[src/rtl/rst_seq_gen.sv]
// Staged reset sequencer: synchronises the release of the board reset, then
// de-asserts N_OUT active-low reset outputs one after another at programmable
// spacing. Per-channel hold inputs stall the release of the current channel,
// and a software request re-runs the whole sequence after a fixed low pulse.
//
// Optional build macro RST_SEQ_CNT_EN adds rst_cnt_o, a saturating count of
// software reset entries since the last rst_n assertion.
//
// state    | meaning
// ---------+--------------------------------------------------
// ST_WAIT  | counting toward the release of channel idx
// ST_DONE  | all channels released, waiting for sw_rst_req
// ST_SWRST | software reset pulse in progress, outputs low
module rst_seq_gen #(
    parameter int N_OUT       = 2,
    parameter int DLY_W       = 8,
    parameter int DLY0        = 5,
    parameter int STEP        = 5,
    parameter int SYNC_STAGES = 2,
    parameter int PULSE_LEN   = 8
) (
    input  logic             clk,
    input  logic             rst_n,
    input  logic             sw_rst_req,
    input  logic [N_OUT-1:0] hold_i,
    output logic [N_OUT-1:0] rst_n_o,
`ifdef RST_SEQ_CNT_EN
    output logic [7:0]       rst_cnt_o,
`endif
    output logic             seq_done_o,
    output logic             busy_o
);

    localparam int IDX_W = (N_OUT > 1) ? $clog2(N_OUT) : 1;

    localparam logic [DLY_W-1:0] DLY0_C  = DLY0[DLY_W-1:0];
    localparam logic [DLY_W-1:0] STEP_C  = STEP[DLY_W-1:0];
    localparam logic [DLY_W-1:0] PULSE_C = PULSE_LEN[DLY_W-1:0];
    localparam logic [IDX_W-1:0] LAST_C  = IDX_W'(N_OUT - 1);

    // Parameter range checks at elaboration.
    if (DLY0 < 1 || DLY0 >= (1 << DLY_W)) begin : g_chk_dly0
        $error("rst_seq_gen: DLY0 must be in 1..2^DLY_W-1");
    end
    if (STEP < 1 || STEP >= (1 << DLY_W)) begin : g_chk_step
        $error("rst_seq_gen: STEP must be in 1..2^DLY_W-1");
    end
    if (PULSE_LEN < 1 || PULSE_LEN >= (1 << DLY_W)) begin : g_chk_pulse
        $error("rst_seq_gen: PULSE_LEN must be in 1..2^DLY_W-1");
    end
    if (N_OUT < 1 || N_OUT > 16) begin : g_chk_nout
        $error("rst_seq_gen: N_OUT must be in 1..16");
    end
    if (SYNC_STAGES < 2 || SYNC_STAGES > 4) begin : g_chk_sync
        $error("rst_seq_gen: SYNC_STAGES must be in 2..4");
    end

    typedef enum logic [1:0] {
        ST_WAIT  = 2'd0,
        ST_DONE  = 2'd1,
        ST_SWRST = 2'd2
    } state_t;

    state_t                 state_q, state_d;
    logic [DLY_W-1:0]       cnt_q, cnt_d;
    logic [IDX_W-1:0]       idx_q, idx_d;
    logic [N_OUT-1:0]       rst_q, rst_d;
    logic                   done_q, done_d;
    logic                   busy_q, busy_d;
    logic [SYNC_STAGES-1:0] sync_q;

    logic                   rst_sync;
    logic [DLY_W-1:0]       cnt_inc;
    logic [DLY_W-1:0]       target;
    logic                   hold_cur;

    assign rst_sync = sync_q[SYNC_STAGES-1];
    assign cnt_inc  = cnt_q + 1'b1;
    assign target   = (idx_q == '0) ? DLY0_C : STEP_C;
    assign hold_cur = hold_i[idx_q];

    // Release synchroniser: async clear, shifts in ones after rst_n rises.
    always_ff @(posedge clk or negedge rst_n) begin
        if (!rst_n) begin
            sync_q <= '0;
        end else begin
            sync_q <= {sync_q[SYNC_STAGES-2:0], 1'b1};
        end
    end

    // State, counter and output registers.
    always_ff @(posedge clk or negedge rst_n) begin
        if (!rst_n) begin
            state_q <= ST_WAIT;
            cnt_q   <= '0;
            idx_q   <= '0;
            rst_q   <= '0;
            done_q  <= 1'b0;
            busy_q  <= 1'b1;
        end else begin
            state_q <= state_d;
            cnt_q   <= cnt_d;
            idx_q   <= idx_d;
            rst_q   <= rst_d;
            done_q  <= done_d;
            busy_q  <= busy_d;
        end
    end

    // Next-state logic; a held channel parks the counter at target-1.
    always_comb begin
        state_d = state_q;
        cnt_d   = cnt_q;
        idx_d   = idx_q;
        rst_d   = rst_q;
        done_d  = done_q;
        busy_d  = busy_q;

        case (state_q)
            ST_WAIT: begin
                if (!rst_sync) begin
                    cnt_d = '0;
                end else if (cnt_inc == target) begin
                    if (!hold_cur) begin
                        rst_d[idx_q] = 1'b1;
                        cnt_d        = '0;
                        if (idx_q == LAST_C) begin
                            state_d = ST_DONE;
                            done_d  = 1'b1;
                            busy_d  = 1'b0;
                        end else begin
                            idx_d = idx_q + 1'b1;
                        end
                    end
                end else begin
                    cnt_d = cnt_inc;
                end
            end
            ST_DONE: begin
                if (sw_rst_req) begin
                    rst_d   = '0;
                    done_d  = 1'b0;
                    busy_d  = 1'b1;
                    cnt_d   = '0;
                    idx_d   = '0;
                    state_d = ST_SWRST;
                end
            end
            ST_SWRST: begin
                if (cnt_inc == PULSE_C) begin
                    cnt_d   = '0;
                    state_d = ST_WAIT;
                end else begin
                    cnt_d = cnt_inc;
                end
            end
            default: begin
                state_d = ST_WAIT;
                cnt_d   = '0;
                idx_d   = '0;
                rst_d   = '0;
                done_d  = 1'b0;
                busy_d  = 1'b1;
            end
        endcase
    end

    assign rst_n_o    = rst_q;
    assign seq_done_o = done_q;
    assign busy_o     = busy_q;

`ifdef RST_SEQ_CNT_EN
    logic [7:0] rst_cnt_q;

    // Saturating count of software reset entries.
    always_ff @(posedge clk or negedge rst_n) begin
        if (!rst_n) begin
            rst_cnt_q <= '0;
        end else if (state_q == ST_DONE && sw_rst_req && rst_cnt_q != 8'hFF) begin
            rst_cnt_q <= rst_cnt_q + 1'b1;
        end
    end

    assign rst_cnt_o = rst_cnt_q;
`endif

endmodule

[config.mk]
export PLATFORM = sky130hd
export DESIGN_NAME = rst_seq_gen
export DESIGN_NICKNAME = d
export VERILOG_FILES = /design/src/rtl/rst_seq_gen.sv
export SDC_FILE = /design/constraint.sdc
export NUM_CORES = 1
export LEC_CHECK = 0
export CAP_MARGIN = 5
export CORE_AREA = 8 8 53 55
export CTS_CLUSTER_SIZE = 20
export DETAILED_ROUTE_END_ITERATION = 7
export DIE_AREA = 0 0 61 63
export PLACE_DENSITY = 0.76
export SYNTH_ARGS = -nofsm -noshare
export SYNTH_HDL_FRONTEND = slang
export SYNTH_SLANG_ARGS = --single-unit
[constraint.sdc]
create_clock -name clk -period 2.6 [get_ports clk]
set_input_delay 0.65 -clock clk [delete_from_list [all_inputs] [get_ports clk]]
set_output_delay 0.65 -clock clk [all_outputs]
set_load 0.03 [all_outputs]
-- Word-level counts from Yosys, hierarchy flattened
Cells that the tools add are included.
- input port bits: 5
- output and inout bits: 4
- bits in registers: 17
- logic and storage cells: 69
- bitwise operators: 2
- reductions and logical operators: 6
- multiplexer cells: 39
- $add $sub $neg: 2
- $lt $le $gt $ge: 2
- equal/unequal tests: 11
- operators by type and width (kind ; count):
    8-bit two-way mux ; 5
    8-bit one-hot mux with 3 select lines ; 1
    2-bit two-way mux ; 10
    1-bit two-way mux ; 17
    2-bit inequality test, second input constant ; 6
    2-bit one-hot mux with 3 select lines ; 2
    6-bit AND reduction ; 2
    1-bit one-hot mux with 3 select lines ; 3
    8-bit by 1-bit adder with 8-bit output, second input constant ; 1
    8-bit by 3-bit == test with 1-bit output, second input constant ; 1
    8-bit by 4-bit == test with 1-bit output, second input constant ; 1
    5-bit AND reduction ; 1
    4-bit inequality test, second input constant ; 1
    2-bit by 1-bit == test with 1-bit output, second input constant ; 1
    2-bit == test, second input constant ; 1
    2-bit zero test ; 1
    1-bit by 2-bit less-than comparator with 1-bit output, second input constant ; 1
    2-bit OR ; 1
    2-bit AND reduction ; 1
    1-bit adder, second input constant ; 1
    1-bit demux with 1-bit select ; 1
    1-bit greater-or-equal comparator, second input constant ; 1
    1-bit logical AND ; 1
    1-bit inverter ; 1

-- Longest topological paths before layout
Gate-level depths: netlist of the first run.
- depth in word-level cells: 9
- gate-level depth with buffers: 8
- mapped depth without buffers: 7

-- Worst setup path after synthesis of the first run
No wires, ideal clock.
- path type: register to register
- start point: register cnt_q[0]
- end point: register busy_q (netlist: busy_o)
- setup time: 94 ps
- cell stages (with the launch flop): 8
- data required time: 2506 ps
- path buffers: 0
- clock period less this slack: 2031 ps
- arrival: 1938 ps
- path slack: 569 ps
- cell sequence: dfrtp_1 > ha_1 > nand2b_1 > a21boi_1 > o32ai_4 > nand3_2 > or4_4 > a21boi_1
- word-level cells in the longest chain between the ends: 4
- ends and longest elaborated chain (element ; RTL line ; text):
    from (decl) ; 65 ; logic [DLY_W-1:0] cnt_q, cnt_d;
    from (signal assigned) ; 102 ; cnt_q <= cnt_d;
    8-bit by 1-bit adder with 8-bit output ; 78 ; assign cnt_inc = cnt_q + 1'b1;
    8-bit by 3-bit == test with 1-bit output ; 123 ; end else if (cnt_inc == target) begin
    2-bit inequality test (no line) ; -- ;
    6-bit AND reduction (no line) ; -- ;
    to (signal assigned) ; 106 ; busy_q <= busy_d;
    to (decl) ; 69 ; logic busy_q, busy_d;
No other way between the ends.
A chain may end at the register's enable or synchronous reset.

-- Final worst setup path of the first run
Ends and elaborated chain as after synthesis.

==> qor.yml, run 1 <==
placed_design:
  port_buffers: 8
  gp_congestion: 0.787
  post-dp-hpwl_um: 1600
  place_ws_ns: 0.375
final_layout:
  drive_gt1_share_pct: 12.8
  fillers: 206
  area_delta_synth_final_pct: 10.6
  fin_nets: 125
  diodes: 0
synth:
  yosys.cell_types.count: 45
  synth_flop_cell: "dfrtp_1"
  synth_top_area_cell: "dfrtp_1"
  synthTopCellsByArea: "dfrtp_1 37%, nand2_1 3.9%, o2bb2ai_1 3.3%, nand2b_1 2.9%, o21ai_0 2.8%"
  yosysSeqAreaShare_pct: 39.8
  yosysWarnings: 0
  syn_avg_cell_area_um2: 9.83
  synth-seq-cells: 17
  netlist.area_leader.share_pct: 37.4
  synth_edf_count: 0
  async_reset_ff_share_pct: 100
  synth_nets: 116
  netlist_area_mm2: 0.00107
  netlist_instances: 109
clock_network:
  ctsResizeCount: 0
  htreeDepth: 1
  numCtsBuffers: 3
  clock-sinks: 17
  clockBufferDepth: 2
  insertion_delay_ns: 0.29
  clk_pin_slew_ns: 0.10
  cts_setup_buffers: 0
  cts-hold-fix-buffers: 0
  tritoncts: "yes"
  root_buffer: "clkbuf_4"
global_route:
  grt_usage_pct: 11.5
  antenna_found_initial: 0
  grt_pass1_vias: 779
  grt.overflow.total: 0
  grt_pass1_wl_um: 3440
  grt_max_degree: 18
job:
  cap_violations: 0
sta:
  worstMarginPinSlew_ns: 0.765
  finalCritPeriodShare_pct: 86.3
  drv_slew: 0
  setup_ws_ns: 0.356
  clock_skew_ns: 0.00125
  relSlewSlack_pct: 48.8
  setup_violations: 0
  hold_viol: 0
  fmax_mhz: 446
  setup_tns_ns: 0
  rsz0062_at_grt: "false"
  post-route-min-period_ns: 2.24
min_path:
  min_from: "sync_q[0]"
  hold_path_class: "reg -> reg"
floorplan:
  die_w_um: 61
  dieArea_mm2: 0.00384
  die_h_um: 63
  rows: 17
  core_area_mm2: 0.00206
  initial_core_util_pct: 51.9
  io_pins: 9
critical_path:
  r2r_slack_ns: 0.36
  cp.arrival_ns: 2.45
  cp_data_required_time_ns: 2.81
  critPathLaunch: "cnt_q[0]"
  critPathLaunchType: "flip-flop"
  worstSetupPathType: "reg -> reg"
  end_kind: "flip-flop"
  crit_fanout: 9
  rr_startpoint: "cnt_q[0]"
drt:
  post-route-drc-count: 0
  ant_nets: 0
  first_iter_violations: 11
  avgViaCountPerCell: 5.74
  firstDrtPassIters: 4
  wirelength_um: 2070
  wire_per_inst_um: 14.3
  vias: 832
power_and_ir_drop:
  leakage_nw: 0.483
  irDropWorstVdd_v: 0.000440
  power.density_mw_per_mm2: 809
status:
  status: "finished clean"
[registers in the layout, indices dropped and copies added (netlist names)]
name	cells
busy_o	1
rst_n_o	2
state_q	2
cnt_q	8
seq_done_o	1
idx_q	1
sync_q	2
[cell families after synthesis]
group                    after synthesis  synth area share, %
adder cells (fa/ha/maj)                2                 2.34
buffers and inverters                 10                 4.67
flip-flops                            17                 39.8
XOR/XNOR                               4                 5.02
other                                  1                0.350
AO/OA/AOI/OAI                         32                 22.2
AND/OR/NAND/NOR                       42                 24.5
multiplexers                           1                 1.05
[synthesized netlist by cell type (2+ instances only)]
cell and n:
nand2b_1 5, ha_1 2, nand4_1 2, o21ai_1 4
dfrtp_1 16, or3_1 3, a31oi_1 4, inv_1 6
a21boi_1 2, nor2b_1 2, and2_1 2, o21ai_0 6
o2bb2ai_1 4, nor2_1 3, a21oi_1 2, nor3b_1 2
o21bai_1 2, xor2_1 2, nand2_1 11, o22ai_1 2
nand3_2 2, and3_1 2
[per-layer routing]
metal  track usage [%]  routed length, um  vias to the layer above
li1                  -                  -                      410
met1              13.0                936                      406
met2              19.4               1050                       12
met3              2.47                 48                        4
met4              5.25                 34                        0
met5                 0                  0                        -
[where the power goes]
| part | switching (W) | internal [W] | leakage (nW) | total, W |
|---|---|---|---|---|
| Clock | 0.0000832 | 0.0000596 | 0.0150 | 0.000143 |
| Sequential | 0.0000821 | 0.000337 | 0.219 | 0.000419 |
| Combinational | 0.000226 | 0.000170 | 0.249 | 0.000396 |
| Total | 0.000392 | 0.000566 | 0.483 | 0.000958 |
[area by class of cell]
| type | count | area (um2) | share of cell area [%] |
|---|---|---|---|
| clock buffer | 4 | 26.3 | 2.22 |
| multi-input combinational | 82 | 594 | 50.2 |
| tap | 28 | 35.0 | 2.96 |
| sequential | 17 | 427 | 36.0 |
| inverter | 6 | 22.5 | 1.90 |
| timing repair buffer | 8 | 80.1 | 6.76 |
[final timing paths]
path                             endpoint  cells after the start
worst max register to register     busy_o                      7
worst min-delay path            sync_q[1]                      0
min in group asynchronous        cnt_q[4]                      1
worst max-delay path               busy_o                      7
max in group asynchronous        cnt_q[0]                      1
worst min register to register  sync_q[1]                      0
[worst max-delay path: stages (launching register included)]
cell and delay, ns:
dfrtp_1 0.42, ha_1 0.34, nand4_1 0.15, o2bb2ai_1 0.16, and3_1 0.29, nand3_2 0.12, or4_4 0.54, a21boi_1 0.14
[layout by cell type, fill, tap and decap left out, types with 2 or more instances in the layout]
master	instances
nand4_1	2
nor3b_1	2
clkdlybuf4s50_1	8
nor2_1	3
o21ai_1	4
nor2b_1	2
o2bb2ai_1	4
xor2_1	2
a21oi_1	2
nand3_2	2
or3_1	3
o21bai_1	2
and3_1	2
and2_1	2
a21boi_1	2
o21ai_0	6
nand2b_1	5
clkbuf_4	3
nand2_1	11
a31oi_1	4
o22ai_1	2
dfrtp_1	16
inv_1	6
ha_1	2
[per-stage QoR]
stage               hold slack (ns)  cell area (um2)  std cells  power [W]  util, %
floorplan                     0.331             1070        109   0.000703        -
global route                  0.365             1180        145    0.00102     57.4
finish                        0.358             1180        145   0.000958     57.4
CTS                           0.362             1180        145   0.000968     57.4
global placement              0.332             1160        141   0.000803     56.2
detailed placement            0.338             1160        141   0.000823     56.2
(Power assumes the default switching activity.)
==> inputs of run 2 (changes only) <==
--- a/config.mk
+++ b/config.mk
@@ -11,6 +11,8 @@
 export DETAILED_ROUTE_END_ITERATION = 7
 export DIE_AREA = 0 0 61 63
 export PLACE_DENSITY = 0.76
+export RECOVER_POWER = 25
+export SKIP_LAST_GASP = 1
 export SYNTH_ARGS = -nofsm -noshare
 export SYNTH_HDL_FRONTEND = slang
 export SYNTH_SLANG_ARGS = --single-unit
==> qor.yml, run 2 (synthesis gave the netlist of run 1 again) <==
drt:
  wirelength_um: 2070  # about the same
  avgViaCountPerCell: 5.73  # was 5.74
  post-route-drc-count: 0  # unchanged
  firstDrtPassIters: 4  # unchanged
  ant_nets: 0  # unchanged
  vias: 831  # was 832
  first_iter_violations: 11  # unchanged
  wire_per_inst_um: 14.3  # about the same
critical_path:
  rr_startpoint: "cnt_q[0]"  # unchanged
  worstPathCellList: "ha_1 -> nand4_1 -> o2bb2ai_1 -> and3_1 -> nand3_2 -> or4_4 -> a21boi_1"  # unchanged
  r2r_slack_ns: 0.35  # was 0.36 ns
  r2r_cells: 7  # unchanged
  critPathLaunch: "cnt_q[0]"  # unchanged
  crit_fanout: 9  # unchanged
  cpPeakStageDelay_ns: 0.54  # about the same
  r2r_end: "busy_o"  # unchanged
  cp_data_required_time_ns: 2.81  # about the same
  worstSetupPathType: "reg -> reg"  # unchanged
  critPathLaunchType: "flip-flop"  # unchanged
  crit_slowest_cell: "or4_4"  # unchanged
  timing.critical_path.to: "busy_o"  # unchanged
  end_kind: "flip-flop"  # unchanged
  cp.arrival_ns: 2.46  # was 2.45 ns
clock_network:
  clk_pin_slew_ns: 0.10  # about the same
  cts-hold-fix-buffers: 0  # unchanged
  insertion_delay_ns: 0.29  # about the same
  clockBufferDepth: 2  # unchanged
  ctsResizeCount: 0  # unchanged
  htreeDepth: 1  # unchanged
  root_buffer: "clkbuf_4"  # unchanged
  numCtsBuffers: 3  # unchanged
  cts_setup_buffers: 0  # unchanged
  tritoncts: "yes"  # unchanged
  clock-sinks: 17  # unchanged
power_and_ir_drop:
  leakage_nw: 0.483  # about the same
  power.density_mw_per_mm2: 809  # about the same
  irDropWorstVdd_v: 0.000440  # about the same
min_path:
  holdPathStages: 0  # unchanged
  hold_path_class: "reg -> reg"  # unchanged
placed_design:
  dp.cells: 141  # unchanged
  post-dp-hpwl_um: 1600  # unchanged
  place_area_mm2: 0.00116  # unchanged
  gp_congestion: 0.787  # unchanged
  port_buffers: 8  # unchanged
sta:
  timing.hold.ws_ns: 0.358  # about the same
  worstMarginPinSlew_ns: 0.773  # was 0.765 ns
  rsz0062_at_grt: "false"  # unchanged
  drv_slew: 0  # unchanged
  hold_viol: 0  # unchanged
  setup_tns_ns: 0  # unchanged
  clock_skew_ns: 0.00122  # was 0.00125 ns
  finalCritPeriodShare_pct: 86.4  # was 86.3%
  setup_violations: 0  # unchanged
  fmax_mhz: 445  # was 446 MHz
  relSlewSlack_pct: 48.3  # was 48.8%
  post-route-min-period_ns: 2.25  # was 2.24 ns
global_route:
  use_met2_pct: 19.4  # unchanged
  grt_max_degree: 18  # unchanged
  grt_usage_pct: 11.5  # unchanged
  grt_use_met1_pct: 13.0  # unchanged
  antenna_found_initial: 0  # unchanged
  grt_pass1_vias: 779  # unchanged
  grt_util_met3_pct: 2.47  # unchanged
  grt_pass1_wl_um: 3440  # unchanged
  busiest_layer: "met2"  # unchanged
  grt.overflow.total: 0  # unchanged
floorplan:
  dieArea_mm2: 0.00384  # unchanged
  rows: 17  # unchanged
  core_area_mm2: 0.00206  # unchanged
  io_pins: 9  # unchanged
  initial_core_util_pct: 51.9  # unchanged
  die_w_um: 61  # unchanged
  die_h_um: 63  # unchanged
final_layout:
  largest-register: "cnt_q"  # unchanged
  multiInputGateArea_um2: 594  # unchanged
  fin_util_pct: 57.4  # unchanged
  ff_latch_area_um2: 427  # unchanged
  diodes: 0  # unchanged
  fillers: 206  # unchanged
  largest_register_ffs: 8  # unchanged
  final_area_mm2: 0.00118  # unchanged
  final_cell_mix: "16 x dfrtp_1, 11 x nand2_1, 7 x clkdlybuf4s50_1, 6 x inv_1, 6 x o21ai_0"  # was 16 x dfrtp_1, 11 x nand2_1, 8 x clkdlybuf4s50_1, 6 x inv_1, 6 x o21ai_0
  final_common_cell: "dfrtp_1"  # unchanged
  fin_nets: 125  # unchanged
  drive_gt1_share_pct: 12.8  # unchanged
  area_delta_synth_final_pct: 10.6  # unchanged
  fin_cells: 145  # unchanged
job:
  cap_violations: 0  # unchanged
status:
  status: "finished clean"  # unchanged
==> run 2: area by class of cell <==
type	instances	area share, %
multi-input combinational	82	50.2
sequential	17	36.0
timing repair buffer	8	6.76
tap	28	2.96
clock buffer	4	2.22
inverter	6	1.90
==> run 2: how the worst min path moves through the flow <==
stage / end / slack, ns / start
after global placement: sync_q[1] / 0.33 / sync_q[0]
after global routing: sync_q[1] / 0.36 / sync_q[0]
final: sync_q[1] / 0.36 / sync_q[0]
after floorplan: sync_q[1] / 0.33 / sync_q[0]
after CTS: sync_q[1] / 0.36 / sync_q[0]
after detailed placement: sync_q[1] / 0.34 / sync_q[0]
==> run 2: per-stage QoR <==
stage | worst slack (ns) | power (W)
2_1_floorplan | 0.569 | 0.000703
3_3_place_gp | 0.383 | 0.000803
3_5_place_dp | 0.375 | 0.000823
4_1_cts | 0.370 | 0.000968
5_1_grt | 0.179 | 0.00102
6_report | 0.354 | 0.000958
==> run 2: worst max-delay path, delay by kind of cell, from the launching register on <==
kind	cells	cell delay, ns
AOI/OAI and AO/OA	2	0.30
adders and majority gates	1	0.34
DFF	1	0.42
and+or+nand+nor	4	1.10
==> run 2: routing by layer <==
layer  part of all wire [%]  routed length (um)
met1                     45                 939
met2                     51                1050
met3                    2.3                  47
met4                    1.6                  34
met5                      0                   0
==> run 2: power breakdown <==
group / switching [W] / internal, W / leakage [nW]
Clock: 0.0000832 / 0.0000596 / 0.0150
Combinational: 0.000227 / 0.000170 / 0.249
Sequential: 0.0000823 / 0.000337 / 0.219
==> inputs of run 3 (changes only) <==
--- a/config.mk
+++ b/config.mk
@@ -13,6 +13,7 @@
 export PLACE_DENSITY = 0.76
 export RECOVER_POWER = 25
 export SKIP_LAST_GASP = 1
+export SLEW_MARGIN = 0
 export SYNTH_ARGS = -nofsm -noshare
 export SYNTH_HDL_FRONTEND = slang
 export SYNTH_SLANG_ARGS = --single-unit
==> results of run 3 <==
The final DEF is identical to that of run 2; final timing and power are the same.
